[src/rtl/apb_pkg.sv]
// rtl/apb_pkg.sv - shared state encoding and default widths for the APB requester
package apb_pkg;

    localparam int APB_ADDR_W = 32;
    localparam int APB_DATA_W = 32;

    typedef enum logic [1:0] {
        IDLE   = 2'd0,
        SETUP  = 2'd1,
        ACCESS = 2'd2
    } apb_state_t;

endpackage

[src/rtl/apb_wait_timer.sv]
// rtl/apb_wait_timer.sv - ACCESS stall counter with limit compare
module apb_wait_timer #(
    parameter int LIMIT = 16
) (
    input  logic clk,
    input  logic rst,
    input  logic clear,
    input  logic enable,
    output logic expired
);

    localparam int CNT_W = $clog2(LIMIT + 1);

    logic [CNT_W-1:0] count_q;
    logic [CNT_W-1:0] count_d;

    // Restart on entry to ACCESS, advance once per stalled ACCESS cycle
    always_comb begin
        count_d = count_q;
        if (clear) begin
            count_d = '0;
        end else if (enable) begin
            count_d = count_q + CNT_W'(1);
        end
    end

    // Count register
    always_ff @(posedge clk) begin
        if (rst) begin
            count_q <= '0;
        end else begin
            count_q <= count_d;
        end
    end

    // The stalled cycle that would bring the count to LIMIT is the abort cycle
    assign expired = enable && (count_q == CNT_W'(LIMIT - 1));

endmodule

[src/rtl/apb_master.sv]
// rtl/apb_master.sv - single-outstanding APB requester; optional stall abort via APB_MASTER_TIMEOUT_EN
module apb_master
    import apb_pkg::*;
#(
    parameter int ADDR_W  = APB_ADDR_W,
    parameter int DATA_W  = APB_DATA_W,
    parameter int TIMEOUT = 16
) (
    input  logic              PCLK,
    input  logic              PRESET,
    input  logic              cmd_valid,
    output logic              cmd_ready,
    input  logic              cmd_write,
    input  logic [ADDR_W-1:0] cmd_addr,
    input  logic [DATA_W-1:0] cmd_wdata,
    output logic              rsp_valid,
    output logic [DATA_W-1:0] rsp_rdata,
    output logic              rsp_err,
    output logic              rsp_timeout,
    output logic              PSEL,
    output logic              PENABLE,
    output logic              PWRITE,
    output logic [ADDR_W-1:0] PADDR,
    output logic [DATA_W-1:0] PWDATA,
    input  logic [DATA_W-1:0] PRDATA,
    input  logic              PREADY,
    input  logic              PSLVERR
);

    apb_state_t        state_q, state_d;
    logic              psel_q, psel_d;
    logic              penable_q, penable_d;
    logic              pwrite_q, pwrite_d;
    logic [ADDR_W-1:0] paddr_q, paddr_d;
    logic [DATA_W-1:0] pwdata_q, pwdata_d;
    logic              rsp_valid_q, rsp_valid_d;
    logic [DATA_W-1:0] rsp_rdata_q, rsp_rdata_d;
    logic              rsp_err_q, rsp_err_d;
    logic              rsp_timeout_q, rsp_timeout_d;
    logic              timeout_hit;

`ifdef APB_MASTER_TIMEOUT_EN
    logic timer_clear;
    logic timer_en;

    assign timer_clear = (state_q == SETUP);
    assign timer_en    = (state_q == ACCESS) && !PREADY;

    apb_wait_timer #(
        .LIMIT (TIMEOUT)
    ) u_wait_timer (
        .clk     (PCLK),
        .rst     (PRESET),
        .clear   (timer_clear),
        .enable  (timer_en),
        .expired (timeout_hit)
    );
`else
    assign timeout_hit = 1'b0;

    // TIMEOUT has no effect without the stall timer
    if (TIMEOUT < 1) begin : g_timeout_unused
    end
`endif

    // Next-state, command acceptance and response capture
    always_comb begin
        state_d       = state_q;
        pwrite_d      = pwrite_q;
        paddr_d       = paddr_q;
        pwdata_d      = pwdata_q;
        rsp_valid_d   = 1'b0;
        rsp_rdata_d   = '0;
        rsp_err_d     = 1'b0;
        rsp_timeout_d = 1'b0;
        cmd_ready     = 1'b0;

        case (state_q)
            IDLE: begin
                cmd_ready = 1'b1;
                if (cmd_valid) begin
                    state_d = SETUP;
                end
            end
            SETUP: begin
                state_d = ACCESS;
            end
            ACCESS: begin
                if (PREADY) begin
                    // Completion; a waiting command chains straight into SETUP
                    cmd_ready   = 1'b1;
                    rsp_valid_d = 1'b1;
                    rsp_err_d   = PSLVERR;
                    rsp_rdata_d = (pwrite_q || PSLVERR) ? '0 : PRDATA;
                    state_d     = cmd_valid ? SETUP : IDLE;
                end else if (timeout_hit) begin
                    state_d       = IDLE;
                    rsp_valid_d   = 1'b1;
                    rsp_err_d     = 1'b1;
                    rsp_timeout_d = 1'b1;
                end
            end
            default: begin
                state_d = IDLE;
            end
        endcase

        if (cmd_valid && cmd_ready) begin
            paddr_d  = cmd_addr;
            pwrite_d = cmd_write;
            if (cmd_write) begin
                pwdata_d = cmd_wdata;
            end
        end

        psel_d    = (state_d != IDLE);
        penable_d = (state_d == ACCESS);
    end

    // State, APB drive and response registers
    always_ff @(posedge PCLK) begin
        if (PRESET) begin
            state_q       <= IDLE;
            psel_q        <= 1'b0;
            penable_q     <= 1'b0;
            pwrite_q      <= 1'b0;
            paddr_q       <= '0;
            pwdata_q      <= '0;
            rsp_valid_q   <= 1'b0;
            rsp_rdata_q   <= '0;
            rsp_err_q     <= 1'b0;
            rsp_timeout_q <= 1'b0;
        end else begin
            state_q       <= state_d;
            psel_q        <= psel_d;
            penable_q     <= penable_d;
            pwrite_q      <= pwrite_d;
            paddr_q       <= paddr_d;
            pwdata_q      <= pwdata_d;
            rsp_valid_q   <= rsp_valid_d;
            rsp_rdata_q   <= rsp_rdata_d;
            rsp_err_q     <= rsp_err_d;
            rsp_timeout_q <= rsp_timeout_d;
        end
    end

    assign PSEL        = psel_q;
    assign PENABLE     = penable_q;
    assign PWRITE      = pwrite_q;
    assign PADDR       = paddr_q;
    assign PWDATA      = pwdata_q;
    assign rsp_valid   = rsp_valid_q;
    assign rsp_rdata   = rsp_rdata_q;
    assign rsp_err     = rsp_err_q;
    assign rsp_timeout = rsp_timeout_q;

endmodule

[config.mk]
export PLATFORM = sky130hd
export DESIGN_NAME = apb_master
export DESIGN_NICKNAME = d
export VERILOG_FILES = /design/src/rtl/apb_pkg.sv /design/src/rtl/apb_wait_timer.sv /design/src/rtl/apb_master.sv
export SDC_FILE = /design/constraint.sdc
export NUM_CORES = 1
export LEC_CHECK = 0
export CELL_PAD_IN_SITES_DETAIL_PLACEMENT = 0
export CELL_PAD_IN_SITES_GLOBAL_PLACEMENT = 1
export CORE_UTILIZATION = 27
export DETAILED_ROUTE_END_ITERATION = 7
export GPL_TIMING_DRIVEN = 0
export PLACE_DENSITY = 0.76
export SLEW_MARGIN = 25
export SYNTH_ARGS = -nofsm -noshare
export SYNTH_HDL_FRONTEND = slang
export SYNTH_HIERARCHICAL = 1
export SYNTH_SLANG_ARGS = --single-unit
[constraint.sdc]
create_clock -name PCLK -period 1.5 [get_ports PCLK]
set_input_delay 0.3 -clock PCLK [delete_from_list [all_inputs] [get_ports PCLK]]
set_output_delay 0.3 -clock PCLK [all_outputs]
set_load 0.01 [all_outputs]
==> summary.md, run 1 <==
| Metric | Value |
|---|---|
| Layout Cells excl Fill | `approximately 800` |
| Buffers and inverters on the worst path | `1` |
| Share of layout cells above drive strength 1 | `11.5%` |
| Ys async rst share | `0%` |
| Initial Util | `27.8%` |
| MaxCap Viol Count | `0` |
| Vias per cell | `4.81` |
| Cells after Synth | `392` |
| Most used DFF post-synth | `dfxtp_1` |
| Reg2reg start | `state_q[1]` |
| GRT Total Usage | `around 18%` |
| Post-DP HPWL | `around 9500 um` |
| Worst EP required | `1.20 ns` |
| Crit Path Max Fanout | `1` |
| CTS Hold Bufs | `0` |
| CP Launch Type | `flip-flop` |
| Fin. Hold Viols | `0` |
| Syn_nets | `about 490` |
| Drt first pass iters | `5` |
| Multi-input combinational cell area | `between 0.001 and 0.0015 mm^2` |
| Slew at the pin closest to its max-slew limit | `just under 0.6 ns` |
| WL per Instance | `16.4 um` |
| CTS tree | `yes` |
| Grt total ovfl | `0` |
| Io pins | `205` |
| Clock sinks | `a little over 100` |
| Peak VDD IR | `around 0.42 mV` |
| Clk root buf | `clkbuf_16` |
| Post-DRT Antenna Nets | `0` |
| CP top delay family | `buffers and inverters` |
| R2R Path End | `PWDATA[23]` |
| Worst-Skew Late Latency | `between 0.3 and 0.4 ns` |
| Fin crit period | `1.48 ns` |
| Fillers | `~1300` |
| Chip Height | `around 120 um` |
| Worst Hold Path EP | `state_q[0]` |
| Total power | `between 0.006 and 0.007 W` |
| Placed cell areas | `0.00591 mm^2` |
| Rel. slew slack | `between 60% and 70%` |
| Post-route cell area | `0.00643 mm^2` |
| Largest area contributor in the netlist | `dfxtp_1` |
| Routability Congestion | `between 0.7 and 0.8` |
| Yosys Warn Count | `6` |
| Rows | `between 40 and 50` |
| Hold depth | `2` |
| Kind of critical path | `reg -> out` |
| Syn_area_per_cell | `~9.4 um^2` |
| Peak Freq | `678 MHz` |
| Core region area | `roughly 0.013 mm^2` |
| P&R area growth vs syn | `74.9%` |
| PD cells | `slightly above 1000 mW/mm^2` |
| Post-Syn Area | `around 0.0037 mm^2` |
| DRC errors left | `0` |
| Count leader, synth | `dfxtp_1` |
| Via count | `between 3000 and 4000` |
| Setup-failing EPs final | `0` |
| Die area | `between 0.01 and 0.015 mm^2` |
| Fin crit share | `98.4%` |
| Synth top cells by count | `103 x dfxtp_1, 65 x a21oi_1, 33 x and2_1, 33 x nand3_1, 33 x o21ai_1` |
| TritonCTS buffer count | `9` |
| Initial antenna violation count | `1` |
| R2R Setup Slk | `around 0.050 ns` |
| Ranking of synthesized cells by area | `dfxtp_1 56%, a21oi_1 8.8%, o31ai_1 6.5%` |
| Final nets | `approximately 700` |
| Hold Path Class | `in -> reg` |
| Unrepaired setup endpoints after global routing | `true` |
| H-Tree Depth | `3` |
| Vias in the first global route | `just under 4000` |
| Register area | `roughly 0.0021 mm^2` |
| Critical path endpoint category | `output port` |
| Hold_sp | `PRESET` |
| Hold_ws | `between 0.2 and 0.25 ns` |
| Critical Path AT | `1.18 ns` |
| First-pass GRT wire length | `between 20000 and 25000 um` |
| Status | `completed` |
| Routed WL | `about 13000 um` |
| Slowest cell on the critical path | `clkdlybuf4s50_1` |
| Skew final | `between 0.005 and 0.006 ns` |
| Largest net degree at the start of global routing | `17` |
| Drt initial violations | `about 200` |
| Yosys reg bits | `between 100 and 150` |
| Worst r2r path cells | `6` |
| Die X | `119 um` |
| Max-slew violations | `0` |
| Max incr delay on CP | `between 0.5 and 0.6 ns` |
| Max Root-Sink Buffers | `2` |
| Crit path cell chain | `clkdlybuf4s50_1` |
| Placed Cells incl. Taps | `just under 800` |
| Util after Layout | `48.6%` |
| Clock transition at path regs | `0.07 ns` |
| Sequential share of the synthesized area | `a little under three fifths` |
| Post-synthesis cell type count | `22` |
| Number of port buffers | `between 200 and 250` |
| Yosys top cell area share | `between 50 and 60%` |
| Post-synth EDFFs | `0` |
| Lkg Pwr | `about 3.1 nW` |
worst max-delay path by stage:
stage	startpoint	endpoint	slack [ns]	depth (start not counted)
after floorplan	PRESET	rsp_rdata[10]	0.20	5
after global placement	PREADY	cmd_ready	-0.76	5
after detailed placement	PREADY	cmd_ready	-0.81	5
after CTS	state_q[1]	cmd_ready	-0.03	4
after global routing	state_q[0]	PWDATA[4]	-0.007	5
final	rsp_rdata[27]	rsp_rdata[27]	0.02	1
layer usage:
layer  GRT usage (%)  up-vias  wire length, um  part of all wire, %
met4            6.96        0              234                  1.8
met3            4.58       16              791                  6.1
li1                -     1844                -                    -
met1            23.1     1769             5680                   44
met5               0        -                0                    0
met2            30.1      164             6180                   48
cells by family (layout without fill, tap and decap cells):
kind of cell           Yosys count  after routing  synth area share [%]
AND/OR/NAND/NOR                108            108                  17.5
flip-flops                     103            103                  56.1
AO/OA/AOI/OAI                  131            131                  20.1
multiplexers                     1              1                 0.306
other                            1              2                 0.102
buffers and inverters           48            267                  5.95
layout by cell type (no fill, tap or decap), types with 25 or more instances in the layout:
cell type | Yosys | layout
dlygate4sd2_1 | 0 | 75
clkdlybuf4s50_1 | 0 | 100
a21oi_1 | 65 | 65
nand3_1 | 33 | 33
dfxtp_1 | 103 | 101
o21ai_1 | 33 | 33
dlymetal6s2s_1 | 0 | 25
nand4_1 | 32 | 32
and2_1 | 33 | 33
registers in the layout (all words and copies together) (netlist names):
| signal | cells |
|---|---|
| PADDR | 32 |
| PWDATA | 32 |
| rsp_rdata | 32 |
| state_q | 2 |
| PENABLE | 1 |
| PSEL | 1 |
| PWRITE | 1 |
| rsp_err | 1 |
| rsp_valid | 1 |
power by group:
group | switching, W | internal (W) | total [W]
Clock | 0.000997 | 0.00185 | 0.00285
Combinational | 0.000420 | 0.000474 | 0.000894
Sequential | 0.0000587 | 0.00284 | 0.00290
Total | 0.00148 | 0.00516 | 0.00664
what timing repair did:
| item | 4_1_cts | 5_1_grt |
|---|---|---|
| gates resized for setup | 99 | 72 |
| setup endpoints to repair | 135 | 83 |
| setup buffers | 1 | 1 |
per-stage QoR:
step           setup TNS, ns  worst slack, ns
6_report                   0           0.0244
3_3_place_gp          -38.82           -0.764
4_1_cts              -0.0259          -0.0259
3_5_place_dp          -42.52           -0.815
5_1_grt              -0.0127         -0.00735
2_1_floorplan              0            0.200
cell type report:
cell class | instances | area share, %
Sequential cell | 103 | 32.1
Timing Repair Buffer | 203 | 31.0
Multi-Input combinational cell | 241 | 23.1
Buffer | 47 | 4.47
Clock buffer | 11 | 3.77
Tap cell | 176 | 3.42
Clock inverter | 5 | 2.00
Inverter | 1 | 0.0584
Antenna cell | 1 | 0.0389
No activity file was read; power rests on OpenSTA's default activity.
==> run 2: changes to the inputs <==
--- a/config.mk
+++ b/config.mk
@@ -8,8 +8,9 @@
 export CELL_PAD_IN_SITES_DETAIL_PLACEMENT = 0
 export CELL_PAD_IN_SITES_GLOBAL_PLACEMENT = 1
 export CORE_UTILIZATION = 27
+export CTS_CLUSTER_SIZE = 20
 export DETAILED_ROUTE_END_ITERATION = 7
-export GPL_TIMING_DRIVEN = 0
+export GPL_TIMING_DRIVEN = 1
 export PLACE_DENSITY = 0.76
 export SLEW_MARGIN = 25
 export SYNTH_ARGS = -nofsm -noshare
==> run 2 against run 1 <==
Compared with the run above:
- global-route usage is 0.94 points lower
- critical path depth did not move
- register-to-register slack improved by 0.11 ns
- clock skew fell by 0.0010 ns
- sequential cell count is the same
- utilization down 1.4 points
- sequential power about the same
- critical path type unchanged
==> summary.md, run 2 (synthesized netlist as in run 1, its figures left out) <==
| Metric | Value |
|---|---|
| Kind of critical path | `reg -> out` |
| WL per Instance | `approximately 16 um` |
| Grt total ovfl | `0` |
| Drt first pass iters | `5` |
| Buffers and inverters on the worst path | `1` |
| Max-slew violations | `0` |
| GRT Total Usage | `roughly 17%` |
| Unrepaired setup endpoints after global routing | `false` |
| H-Tree Depth | `3` |
| Routability Congestion | `around 0.78` |
| Status | `completed` |
| Io pins | `205` |
| TritonCTS buffer count | `9` |
| Critical path endpoint category | `output port` |
| P&R area growth vs syn | `69.8%` |
| Hold Path Class | `in -> reg` |
| Max Root-Sink Buffers | `2` |
| CP Launch Type | `flip-flop` |
| Rows | `42` |
| Post-route worst setup slack | `~0.024 ns` |
| Worst-Skew Late Latency | `approximately 0.34 ns` |
| PD cells | `slightly above 1000 mW/mm^2` |
| Clk root buf | `clkbuf_16` |
| Max incr delay on CP | `approximately 0.53 ns` |
| First-pass GRT wire length | `roughly 19000 um` |
| Total negative slack | `0 ns` |
| Fin crit share | `a little over nine tenths` |
| Setup-failing EPs final | `0` |
| Setup Buffers After CTS | `0` |
| Initial Util | `between 20% and 30%` |
| Routed WL | `between 10000 and 15000 um` |
| Post-DRT Antenna Nets | `0` |
| Most frequent cells in the layout | `102 x dfxtp_1, 101 x clkdlybuf4s50_1, 84 x dlygate4sd2_1` |
| Fin. Hold Viols | `0` |
| Post-DP HPWL | `~8300 um` |
| Clock transition at path regs | `0.07 ns` |
| Die area | `roughly 0.014 mm^2` |
| Worst EP required | `roughly 1.2 ns` |
| CTS tree | `yes` |
| Placed Cells incl. Taps | `743` |
| Die X | `around 120 um` |
| Clock sinks | `between 100 and 150` |
| Layout Cells excl Fill | `between 700 and 800` |
| Skew final | `0.00438 ns` |
| Vias per cell | `4.82` |
| Register area | `approximately 0.0021 mm^2` |
| Crit Path Max Fanout | `1` |
| Peak Freq | `roughly 680 MHz` |
| CTS Hold Bufs | `0` |
| Fillers | `1305` |
| Dpl ws | `-0.369 ns` |
| Critical Path AT | `between 1 and 1.5 ns` |
| Crit path cell chain | `clkdlybuf4s50_1` |
| Fin crit period | `roughly 1.5 ns` |
| Number of port buffers | `203` |
| Multi-input combinational cell area | `0.00142 mm^2` |
| Total power | `between 0.006 and 0.007 W` |
| Util after Layout | `a little under half` |
| CP top delay family | `buffers and inverters` |
| Vias in the first global route | `about 3600` |
| Final nets | `680` |
| DRC errors left | `0` |
| Initial antenna violation count | `1` |
| Most common cell after layout, fill and taps aside | `dfxtp_1` |
| Chip Height | `between 100 and 150 um` |
| MaxCap Viol Count | `0` |
| Via count | `between 3000 and 4000` |
| Post-CTS Resized | `87` |
| Lkg Pwr | `just under 3 nW` |
| Slowest cell on the critical path | `clkdlybuf4s50_1` |
| Core region area | `~0.013 mm^2` |
| Share of layout cells above drive strength 1 | `under 10%` |
| Peak VDD IR | `~0.46 mV` |
| Drt initial violations | `between 150 and 200` |
| Largest net degree at the start of global routing | `42` |
==> run 2: area by class of cell <==
class | count | area share, %
clock buffer | 11 | 4.05
inverter | 1 | 0.0601
timing repair buffer | 222 | 35.3
antenna | 1 | 0.0401
sequential | 103 | 33.0
clock inverter | 5 | 1.28
tap | 176 | 3.53
multi-input combinational | 241 | 22.7
==> run 2: worst paths after layout <==
kind / slack [ns] / endpoint / from / cells past startpoint
max: 0.02 / rsp_rdata[27] / rsp_rdata[27] / 1
min: 0.36 / rsp_valid / PRESET / 2
max reg2reg: 0.16 / PSEL / state_q[1] / 5
min reg2reg: 0.47 / PWDATA[1] / PWDATA[1] / 2
==> run 2: layer usage <==
layer	global-route usage (%)	routed length [um]
met1	20.7	5170
met2	29.6	5900
met3	4.39	877
met4	7.67	215
met5	0	0
==> run 2: stage by stage <==
stage | instance area, um^2 | hold WS [ns]
2_1_floorplan | 3680 | 0.422
3_3_place_gp | 5970 | 0.455
3_5_place_dp | 5970 | 0.462
4_1_cts | 6200 | 0.359
5_1_grt | 6250 | 0.385
6_report | 6250 | 0.363
==> run 2: power by group <==
group / internal, W / switching, W / total [W]
sequential: 0.00284 / 0.0000532 / 0.00289
combinational: 0.000479 / 0.000398 / 0.000877
clock: 0.00155 / 0.00103 / 0.00258
total: 0.00487 / 0.00148 / 0.00635
==> run 3: changes to the inputs <==
--- a/config.mk
+++ b/config.mk
@@ -5,14 +5,11 @@
 export SDC_FILE = /design/constraint.sdc
 export NUM_CORES = 1
 export LEC_CHECK = 0
-export CELL_PAD_IN_SITES_DETAIL_PLACEMENT = 0
-export CELL_PAD_IN_SITES_GLOBAL_PLACEMENT = 1
-export CORE_UTILIZATION = 27
+export CORE_UTILIZATION = 38
 export CTS_CLUSTER_SIZE = 20
 export DETAILED_ROUTE_END_ITERATION = 7
 export GPL_TIMING_DRIVEN = 1
 export PLACE_DENSITY = 0.76
-export SLEW_MARGIN = 25
 export SYNTH_ARGS = -nofsm -noshare
 export SYNTH_HDL_FRONTEND = slang
 export SYNTH_HIERARCHICAL = 1
==> run 3 against run 2 <==
Compared with the run above:
- fmax is 5.7% higher
- setup slack better by 0.080 ns
- die area shrank 28%
- clock power down 37%
- clock-buffer cell count is 1 lower
- combinational power shrank 2%
- critical endpoint is now PWRITE
- largest cell class unchanged
==> summary.md, run 3 (synthesized netlist as in run 1, its figures left out) <==
| Metric | Value |
|---|---|
| Worst-Skew Late Latency | `roughly 0.36 ns` |
| PD cells | `904 mW/mm^2` |
| Vias in the first global route | `around 3500` |
| P&R area growth vs syn | `61.5%` |
| Status | `completed` |
| Hold depth | `2` |
| Worst r2r path cells | `5` |
| Critical path endpoint category | `output port` |
| Max incr delay on CP | `approximately 0.41 ns` |
| WL per Instance | `around 17 um` |
| CTS tree | `yes` |
| Buffers and inverters on the worst path | `1` |
| Number of port buffers | `~200` |
| Setup-failing EPs final | `0` |
| Setup Buffers After CTS | `0` |
| Slowest cell on the critical path | `dfxtp_1` |
| Clock sinks | `~100` |
| Crit Path Max Fanout | `3` |
| Layout Cells excl Fill | `~710` |
| Core region area | `just over 0.009 mm^2` |
| Post-DRT Antenna Nets | `0` |
| Worst EP required | `around 1.2 ns` |
| CP Launch Type | `flip-flop` |
| Fin. Hold Viols | `0` |
| Register area | `0.00206 mm^2` |
| Rows | `35` |
| Via count | `3712` |
| Slew at the pin closest to its max-slew limit | `0.551 ns` |
| Lkg Pwr | `~2.6 nW` |
| Rel. slew slack | `between 60% and 70%` |
| Routed WL | `11800 um` |
| Fillers | `825` |
| Critical Path AT | `around 1.1 ns` |
| Peak Freq | `between 700 and 800 MHz` |
| Max Root-Sink Buffers | `2` |
| Post-DP HPWL | `8410 um` |
| Chip Height | `approximately 100 um` |
| Stages on worst setup path | `1` |
| Fin crit period | `1.40 ns` |
| Io pins | `just over 200` |
| Max-slew violations | `0` |
| First-pass GRT wire length | `18000 um` |
| Placed Cells incl. Taps | `approximately 700` |
| Die X | `100 um` |
| Initial antenna violation count | `1` |
| Multi-input combinational cell area | `approximately 0.0014 mm^2` |
| Crit path cell chain | `dlygate4sd2_1` |
| Fin crit share | `a little over 90%` |
| Clock transition at path regs | `~0.10 ns` |
| H-Tree Depth | `3` |
| Clk root buf | `clkbuf_8` |
| Drt initial violations | `approximately 160` |
| Routability Congestion | `roughly 0.76` |
| Most frequent cells in the layout | `102 x dfxtp_1, 102 x dlygate4sd2_1, 99 x clkdlybuf4s50_1` |
| MaxCap Viol Count | `0` |
| Largest net degree at the start of global routing | `around 50` |
| Grt total ovfl | `0` |
| Skew final | `0.0127 ns` |
| Share of layout cells above drive strength 1 | `under 10%` |
| Final nets | `680` |
| TritonCTS buffer count | `9` |
| Post-route cell area | `between 0.005 and 0.006 mm^2` |
| Peak VDD IR | `about 0.53 mV` |
| Kind of critical path | `reg -> out` |
| CP top delay family | `flip-flops` |
| Placed cell areas | `between 0.005 and 0.006 mm^2` |
| Drt first pass iters | `4` |
| Die area | `~0.010 mm^2` |
| Hold Path Class | `in -> reg` |
| Vias per cell | `approximately 5.2` |
| Initial Util | `approximately 39%` |
| GRT Total Usage | `23.0%` |
| Unrepaired setup endpoints after global routing | `false` |
| DRC errors left | `0` |
-- run 3: power breakdown --
| group | total (W) | switching (W) | internal [W] |
|---|---|---|---|
| sequential | 0.00289 | 0.0000540 | 0.00284 |
| combinational | 0.000860 | 0.000392 | 0.000468 |
| clock | 0.00162 | 0.000984 | 0.000632 |
| total | 0.00537 | 0.00143 | 0.00394 |
-- run 3: metrics by stage --
stage	util, %	setup TNS, ns	total power, W	worst slack, ns	hold slack (ns)
floorplan	-	0	0.00329	0.200	0.422
global placement	63.1	-15.26	0.00388	-0.306	0.455
detailed placement	63.1	-19.33	0.00389	-0.344	0.458
CTS	63.7	0	0.00542	0.00429	0.104
global route	63.7	0	0.00562	0.0221	0.106
finish	63.7	0	0.00537	0.104	0.122
-- run 3: per-layer routing --
metal	wire length, um	GRT usage, %	vias up
li1	-	-	1782
met1	4740	26.4	1743
met2	5940	40.5	166
met3	887	5.71	19
met4	230	10.0	2
met5	46	0	-
-- run 3: cell type report --
type,instances,share of cell area (%)
Timing Repair Buffer,222,35.6
Sequential cell,103,34.7
Multi-Input combinational cell,241,23.9
Tap cell,129,2.72
Clock buffer,10,2.15
Clock inverter,6,0.864
Inverter,1,0.0632
Antenna cell,1,0.0421
-- run 3: path summary, 6_finish.rpt --
kind | from | to | slack (ns)
setup / recovery | PWRITE | PWRITE | 0.10
hold / removal | PRESET | PADDR[17] | 0.12
setup reg to reg | state_q[1] | PWDATA[5] | 0.14
hold reg to reg | PWDATA[6] | PWDATA[6] | 0.47
-- run 3: what timing repair did --
action / 4_1_cts / 5_1_grt
gates resized for setup: 105 / 1
hold buffers: 0 / 0
cloned: 0 / 0
setup endpoints to repair: 102 / 1
-- run 3: worst reg2reg max path, delay by kind of cell (launching register included) --
family / cells / cell delay (ns)
DFF: 1 / 0.35
and+or+nand+nor: 1 / 0.13
AOI/OAI and AO/OA: 2 / 0.38
buffers and inverters: 2 / 0.39
